**src/rtl/mcht_dec.sv**
```systemverilog
// -----------------------------------------------------------------------------
// mcht_dec -- Manchester line decoder, receive-side partner of the team's
// Manchester encoder. One CLK_25M cycle per half-bit.
//
// Line format: idle 1, preamble 0 then 1, then pMSG_LEN bits LSB first, each
// sent as (~bit, bit). A half-bit pair with equal halves, or a missing
// preamble high, aborts the frame with a one-cycle ERR. The decoder then waits
// for three consecutive idle highs before it hunts for a new preamble.
//
// Optional build macro: MCHT_DEC_SYNC_EN
//   defined   : RXD passes a 2-flop synchroniser ahead of the sample flop
//               (3 cycles total; use when RXD is an off-chip pin)
//   undefined : single sample flop (on-chip loopback from the encoder)
//
// Ports:
//   CLK_25M  in   system clock, 25 MHz
//   RST_N    in   asynchronous active-low reset
//   RXD      in   Manchester line, idle high
//   MSG      out  [pMSG_LEN] last correctly received message, bit 0 first
//   MSG_VLD  out  one-cycle pulse, MSG updated this cycle
//   ERR      out  one-cycle pulse, frame aborted
//   BUSY     out  high whenever the decoder is not idle
// -----------------------------------------------------------------------------
`timescale 1ns/1ps

module mcht_dec #(
  parameter int unsigned pMSG_LEN = 16
) (
  input  logic                CLK_25M,
  input  logic                RST_N,
  input  logic                RXD,
  output logic [pMSG_LEN-1:0] MSG,
  output logic                MSG_VLD,
  output logic                ERR,
  output logic                BUSY
);

  localparam int unsigned IDX_W = $clog2(pMSG_LEN);
  localparam int unsigned RCNT_W = 2;
  localparam logic [IDX_W-1:0]  LAST_IDX = IDX_W'(pMSG_LEN - 1);
  localparam logic [RCNT_W-1:0] RCNT_DONE = RCNT_W'(2);

  localparam logic [2:0] eIDLE  = 3'd0;
  localparam logic [2:0] ePRE   = 3'd1;
  localparam logic [2:0] eH0    = 3'd2;
  localparam logic [2:0] eH1    = 3'd3;
  localparam logic [2:0] eRECOV = 3'd4;

  // Registered line sample; every decode decision looks only at s.
  logic s;

`ifdef MCHT_DEC_SYNC_EN
  logic [1:0] sync_q;

  // Two-flop synchroniser plus sample flop, all resetting to the idle level.
  always_ff @(posedge CLK_25M or negedge RST_N) begin
    if (!RST_N) begin
      sync_q <= 2'b11;
      s      <= 1'b1;
    end else begin
      sync_q <= {sync_q[0], RXD};
      s      <= sync_q[1];
    end
  end
`else
  // Single sample flop for on-chip loopback.
  always_ff @(posedge CLK_25M or negedge RST_N) begin
    if (!RST_N) begin
      s <= 1'b1;
    end else begin
      s <= RXD;
    end
  end
`endif

  logic [2:0]          cur_st;
  logic [2:0]          nxt_st;
  logic                h0;
  logic                nxt_h0;
  logic [IDX_W-1:0]    bit_idx;
  logic [IDX_W-1:0]    nxt_idx;
  logic [pMSG_LEN-1:0] shreg;
  logic [pMSG_LEN-1:0] nxt_shreg;
  logic [RCNT_W-1:0]   rcnt;
  logic [RCNT_W-1:0]   nxt_rcnt;
  logic [pMSG_LEN-1:0] nxt_msg;
  logic                nxt_vld;
  logic                nxt_err;

  // State and datapath registers; outputs are registered copies of the
  // next-state decisions so they land one clock after the deciding sample.
  always_ff @(posedge CLK_25M or negedge RST_N) begin
    if (!RST_N) begin
      cur_st  <= eIDLE;
      h0      <= 1'b0;
      bit_idx <= '0;
      shreg   <= '0;
      rcnt    <= '0;
      MSG     <= '0;
      MSG_VLD <= 1'b0;
      ERR     <= 1'b0;
      BUSY    <= 1'b0;
    end else begin
      cur_st  <= nxt_st;
      h0      <= nxt_h0;
      bit_idx <= nxt_idx;
      shreg   <= nxt_shreg;
      rcnt    <= nxt_rcnt;
      MSG     <= nxt_msg;
      MSG_VLD <= nxt_vld;
      ERR     <= nxt_err;
      BUSY    <= (nxt_st != eIDLE);
    end
  end

  // Next-state and datapath decode.
  always_comb begin
    nxt_st    = cur_st;
    nxt_h0    = h0;
    nxt_idx   = bit_idx;
    nxt_shreg = shreg;
    nxt_rcnt  = rcnt;
    nxt_msg   = MSG;
    nxt_vld   = 1'b0;
    nxt_err   = 1'b0;

    case (cur_st)
      eIDLE: begin
        nxt_idx = '0;
        if (!s) begin
          nxt_st = ePRE;
        end
      end

      ePRE: begin
        if (s) begin
          nxt_st = eH0;
        end else begin
          nxt_st   = eRECOV;
          nxt_err  = 1'b1;
          nxt_idx  = '0;
          nxt_rcnt = '0;
        end
      end

      eH0: begin
        nxt_h0 = s;
        nxt_st = eH1;
      end

      eH1: begin
        if (h0 == s) begin
          // Equal halves cannot be a valid Manchester symbol.
          nxt_st   = eRECOV;
          nxt_err  = 1'b1;
          nxt_idx  = '0;
          nxt_rcnt = '0;
        end else begin
          nxt_shreg[bit_idx] = s;
          if (bit_idx == LAST_IDX) begin
            nxt_st  = eIDLE;
            nxt_msg = nxt_shreg;
            nxt_vld = 1'b1;
            nxt_idx = '0;
          end else begin
            nxt_idx = bit_idx + IDX_W'(1);
            nxt_st  = eH0;
          end
        end
      end

      eRECOV: begin
        // A run of three highs cannot occur inside a frame, so it marks idle.
        if (s) begin
          if (rcnt == RCNT_DONE) begin
            nxt_st   = eIDLE;
            nxt_rcnt = '0;
          end else begin
            nxt_rcnt = rcnt + RCNT_W'(1);
          end
        end else begin
          nxt_rcnt = '0;
        end
      end

      default: begin
        nxt_st  = eIDLE;
        nxt_idx = '0;
      end
    endcase
  end

endmodule

```
**config.mk**
```make
export PLATFORM = sky130hd
export DESIGN_NAME = mcht_dec
export DESIGN_NICKNAME = d
export VERILOG_FILES = /design/src/rtl/mcht_dec.sv
export SDC_FILE = /design/constraint.sdc
export NUM_CORES = 1
export LEC_CHECK = 0
export BUFFER_PORTS_ARGS = -buffer_cell sky130_fd_sc_hd__buf_4
export CORE_MARGIN = 4
export CORE_UTILIZATION = 58
export DETAILED_ROUTE_END_ITERATION = 10
export PLACE_DENSITY = 0.89
export SETUP_SLACK_MARGIN = 0.5
export SYNTH_ARGS = -nofsm -noshare
export SYNTH_HDL_FRONTEND = slang
export SYNTH_SLANG_ARGS = --single-unit
```
**constraint.sdc**
```tcl
create_clock -name CLK_25M -period 3.6 [get_ports CLK_25M]
set_clock_uncertainty 0.2 [all_clocks]
set_input_delay 0.72 -clock CLK_25M [delete_from_list [all_inputs] [get_ports CLK_25M]]
set_output_delay 0.72 -clock CLK_25M [all_outputs]
set_load 0.1 [all_outputs]
```
==> impl_metrics.json <==
{
  "outcome": "completed",
  "yosysWarnings": 0,
  "layout_common_cells": "44 x dfrtp_1, 22 x buf_4, 19 x mux2_2",
  "htreeDepth": 2,
  "n_antenna_cell": 0,
  "synth-edff-count": 0,
  "r2r_start": "s",
  "die_area_mm2": 0.00445,
  "reg2reg_depth": 3,
  "synth_fp_nets": 183,
  "startpoint": "s",
  "tightest_slew_ns": 0.884,
  "critPathMaxFanout": 25,
  "yosys.area.top_type": "dfrtp_1",
  "period_needed_ns": 2.69,
  "grt_use_total_pct": 18.4,
  "grt_first_pass_wirelength_um": 6110,
  "ys.flop_type": "dfrtp_1",
  "cts_setup_buffers": 0,
  "ctsHoldBuffers": 0,
  "cp-endpoint": "MSG[9]",
  "syn_to_final_growth_pct": 11.6,
  "max_freq_ghz": 0.371,
  "drc_errors": 0,
  "syn_inst": 176,
  "setup.worst_path.start_class": "register",
  "drt_first_pass_iters": 4,
  "drv_slew": 0,
  "rsz0062_at_grt": "false",
  "highest_layer": "met4",
  "clk_pin_slew_ns": 0.12,
  "hp-class": "in -> async",
  "synth_area_leaders": "dfrtp_1 55%, mux2_2 11%, o21ai_0 3.5%",
  "grt_max_degree": 46,
  "final-hold-violation-count": 0,
  "end_kind": "register",
  "clockBufferDepth": 2,
  "tritoncts": "built",
  "drt-initial-drc-count": 104,
  "rr_endpoint": "MSG[9]",
  "initial_utilization_pct": 59.8,
  "met1Wirelength_um": 1480,
  "io_pins": 22,
  "ant_nets": 0,
  "mostFrequentLayoutCell": "dfrtp_1",
  "cts-resized-gates": 0,
  "synth_top_area_share_pct": 55.1,
  "dr_wl_met2_um": 1760,
  "viasPerCell": 5.68,
  "cts-root-buf": "clkbuf_4",
  "grt_antenna_before_repair": 0,
  "hold_slack_ns": 0.124,
  "final_util_pct": 66.8,
  "die_w_um": 66.7,
  "max_slew_margin_pct": 41.1,
  "ys_seq_area_share_pct": 56.5,
  "synth_area_per_cell_um2": 11.3,
  "tns_ns": 0,
  "routed_wl_um": 3520,
  "core-area_mm2": 0.00334,
  "async_flop_share_pct": 100,
  "p_leak_nw": 1.10,
  "crit_path_max_incr_delay_ns": 0.96,
  "dp_hpwl_um": 2440,
  "routed-wl-met3_um": 221,
  "cpMaxStageDelayCell": "or4b_1",
  "required_ns": 3.64,
  "ir_worst_vdd_v": 0.000301,
  "r2r_slack_ns": 0.91,
  "pwr_density_cell_mw_per_mm2": 554,
  "gp_congestion": 0.844,
  "vias": 1362,
  "num_rows": 21,
  "finalCritPeriodShare_pct": 74.8,
  "netlist_area_mm2": 0.00200,
  "finalSetupViolations": 0,
  "grt-ovfl-total": 0,
  "cts-buffers-inserted": 5,
  "path_cells": "xnor2_1 -> or4b_1 -> mux2_2",
  "drive_above_1_share_pct": 26.8,
  "crit_arrival_ns": 2.73,
  "synth.distinct_cells": 35,
  "maxCapViolCount": 0,
  "ys_seq_elements": 45,
  "nets": 200,
  "grt_pass1_vias": 1388,
  "die-height_um": 66.7,
  "io_buffers": 21,
  "clock_latency_ns": 0.35,
  "criticalPathCategory": "reg -> reg",
  "numClockSinks": 45,
  "wire_per_inst_um": 14.7
}
where the power goes:
part           total (mW)  switching [mW]  internal [mW]
sequential          0.644          0.0658          0.578
clock               0.263           0.149          0.113
combinational       0.329           0.207          0.122
per-stage QoR:
step	cell area [um^2]	total power, mW	instances	setup WS [ns]
after floorplan	2000	0.897	176	1.54
after global placement	2160	0.953	232	1.02
after detailed placement	2160	0.981	232	0.926
after CTS	2230	1.25	240	0.902
after global routing	2230	1.32	240	0.762
final	2230	1.24	240	0.906
cells in the mapped netlist, types with 2 or more instances:
| master | number |
|---|---|
| a21boi_0 | 4 |
| a21oi_1 | 6 |
| a31oi_1 | 4 |
| and3_1 | 2 |
| buf_2 | 4 |
| clkbuf_1 | 5 |
| dfrtp_1 | 44 |
| ha_1 | 4 |
| inv_1 | 6 |
| mux2_2 | 19 |
| mux2i_1 | 3 |
| nand2_1 | 14 |
| nand3_1 | 11 |
| nand4_1 | 3 |
| nor2_1 | 8 |
| nor2b_1 | 4 |
| nor3_1 | 2 |
| nor3b_1 | 2 |
| o21ai_0 | 14 |
| o41ai_1 | 2 |
kinds of logic (layout without fill, tap and decap cells):
group | after synthesis | in the layout | synth area share (%)
fa+ha+maj | 4 | 4 | 2.51
xor+xnor | 2 | 2 | 0.877
mux | 23 | 23 | 13.0
compound gates | 34 | 34 | 10.4
buf+inv | 18 | 36 | 4.20
flops | 45 | 45 | 56.5
simple gates | 50 | 50 | 12.6
state kept, by name (all words and copies together), names as in the netlist, 2 cells and up:
| register | cells |
|---|---|
| shreg | 15 |
| MSG | 16 |
| cur_st | 3 |
| rcnt | 2 |
| bit_idx | 4 |
how the worst min path moves through the flow:
stage / to / cells past startpoint / slack, ns
2_1_floorplan: BUSY / 0 / 0.22
3_3_place_gp: MSG[12] / 2 / 0.27
4_1_cts: MSG[6] / 1 / 0.14
6_report: MSG[14] / 1 / 0.12
3_5_place_dp: MSG[5] / 2 / 0.27
5_1_grt: MSG[14] / 1 / 0.15
critical path, delay by kind of cell, from the launching register on:
kind / cells / cell delay [ns]
DFF: 1 / 0.80
and+or+nand+nor: 1 / 0.96
muxes: 1 / 0.44
xor gates and xnor gates: 1 / 0.17
per-layer routing:
metal / global-route usage [%] / vias to the layer above
li1: - / 655
met5: 0 / -
met3: 5.73 / 5
met1: 22.2 / 660
met4: 9.64 / 0
met2: 29.5 / 42
cell type report:
class	count	area, um^2
Clock buffer	7	65.1
Tap cell	46	57.6
Multi-Input combinational cell	113	786
Fill cell	272	1110
Sequential cell	45	1130
Inverter	6	22.5
Clock inverter	1	5.00
Timing Repair Buffer	22	165
No activity file was read; power rests on OpenSTA's default activity.
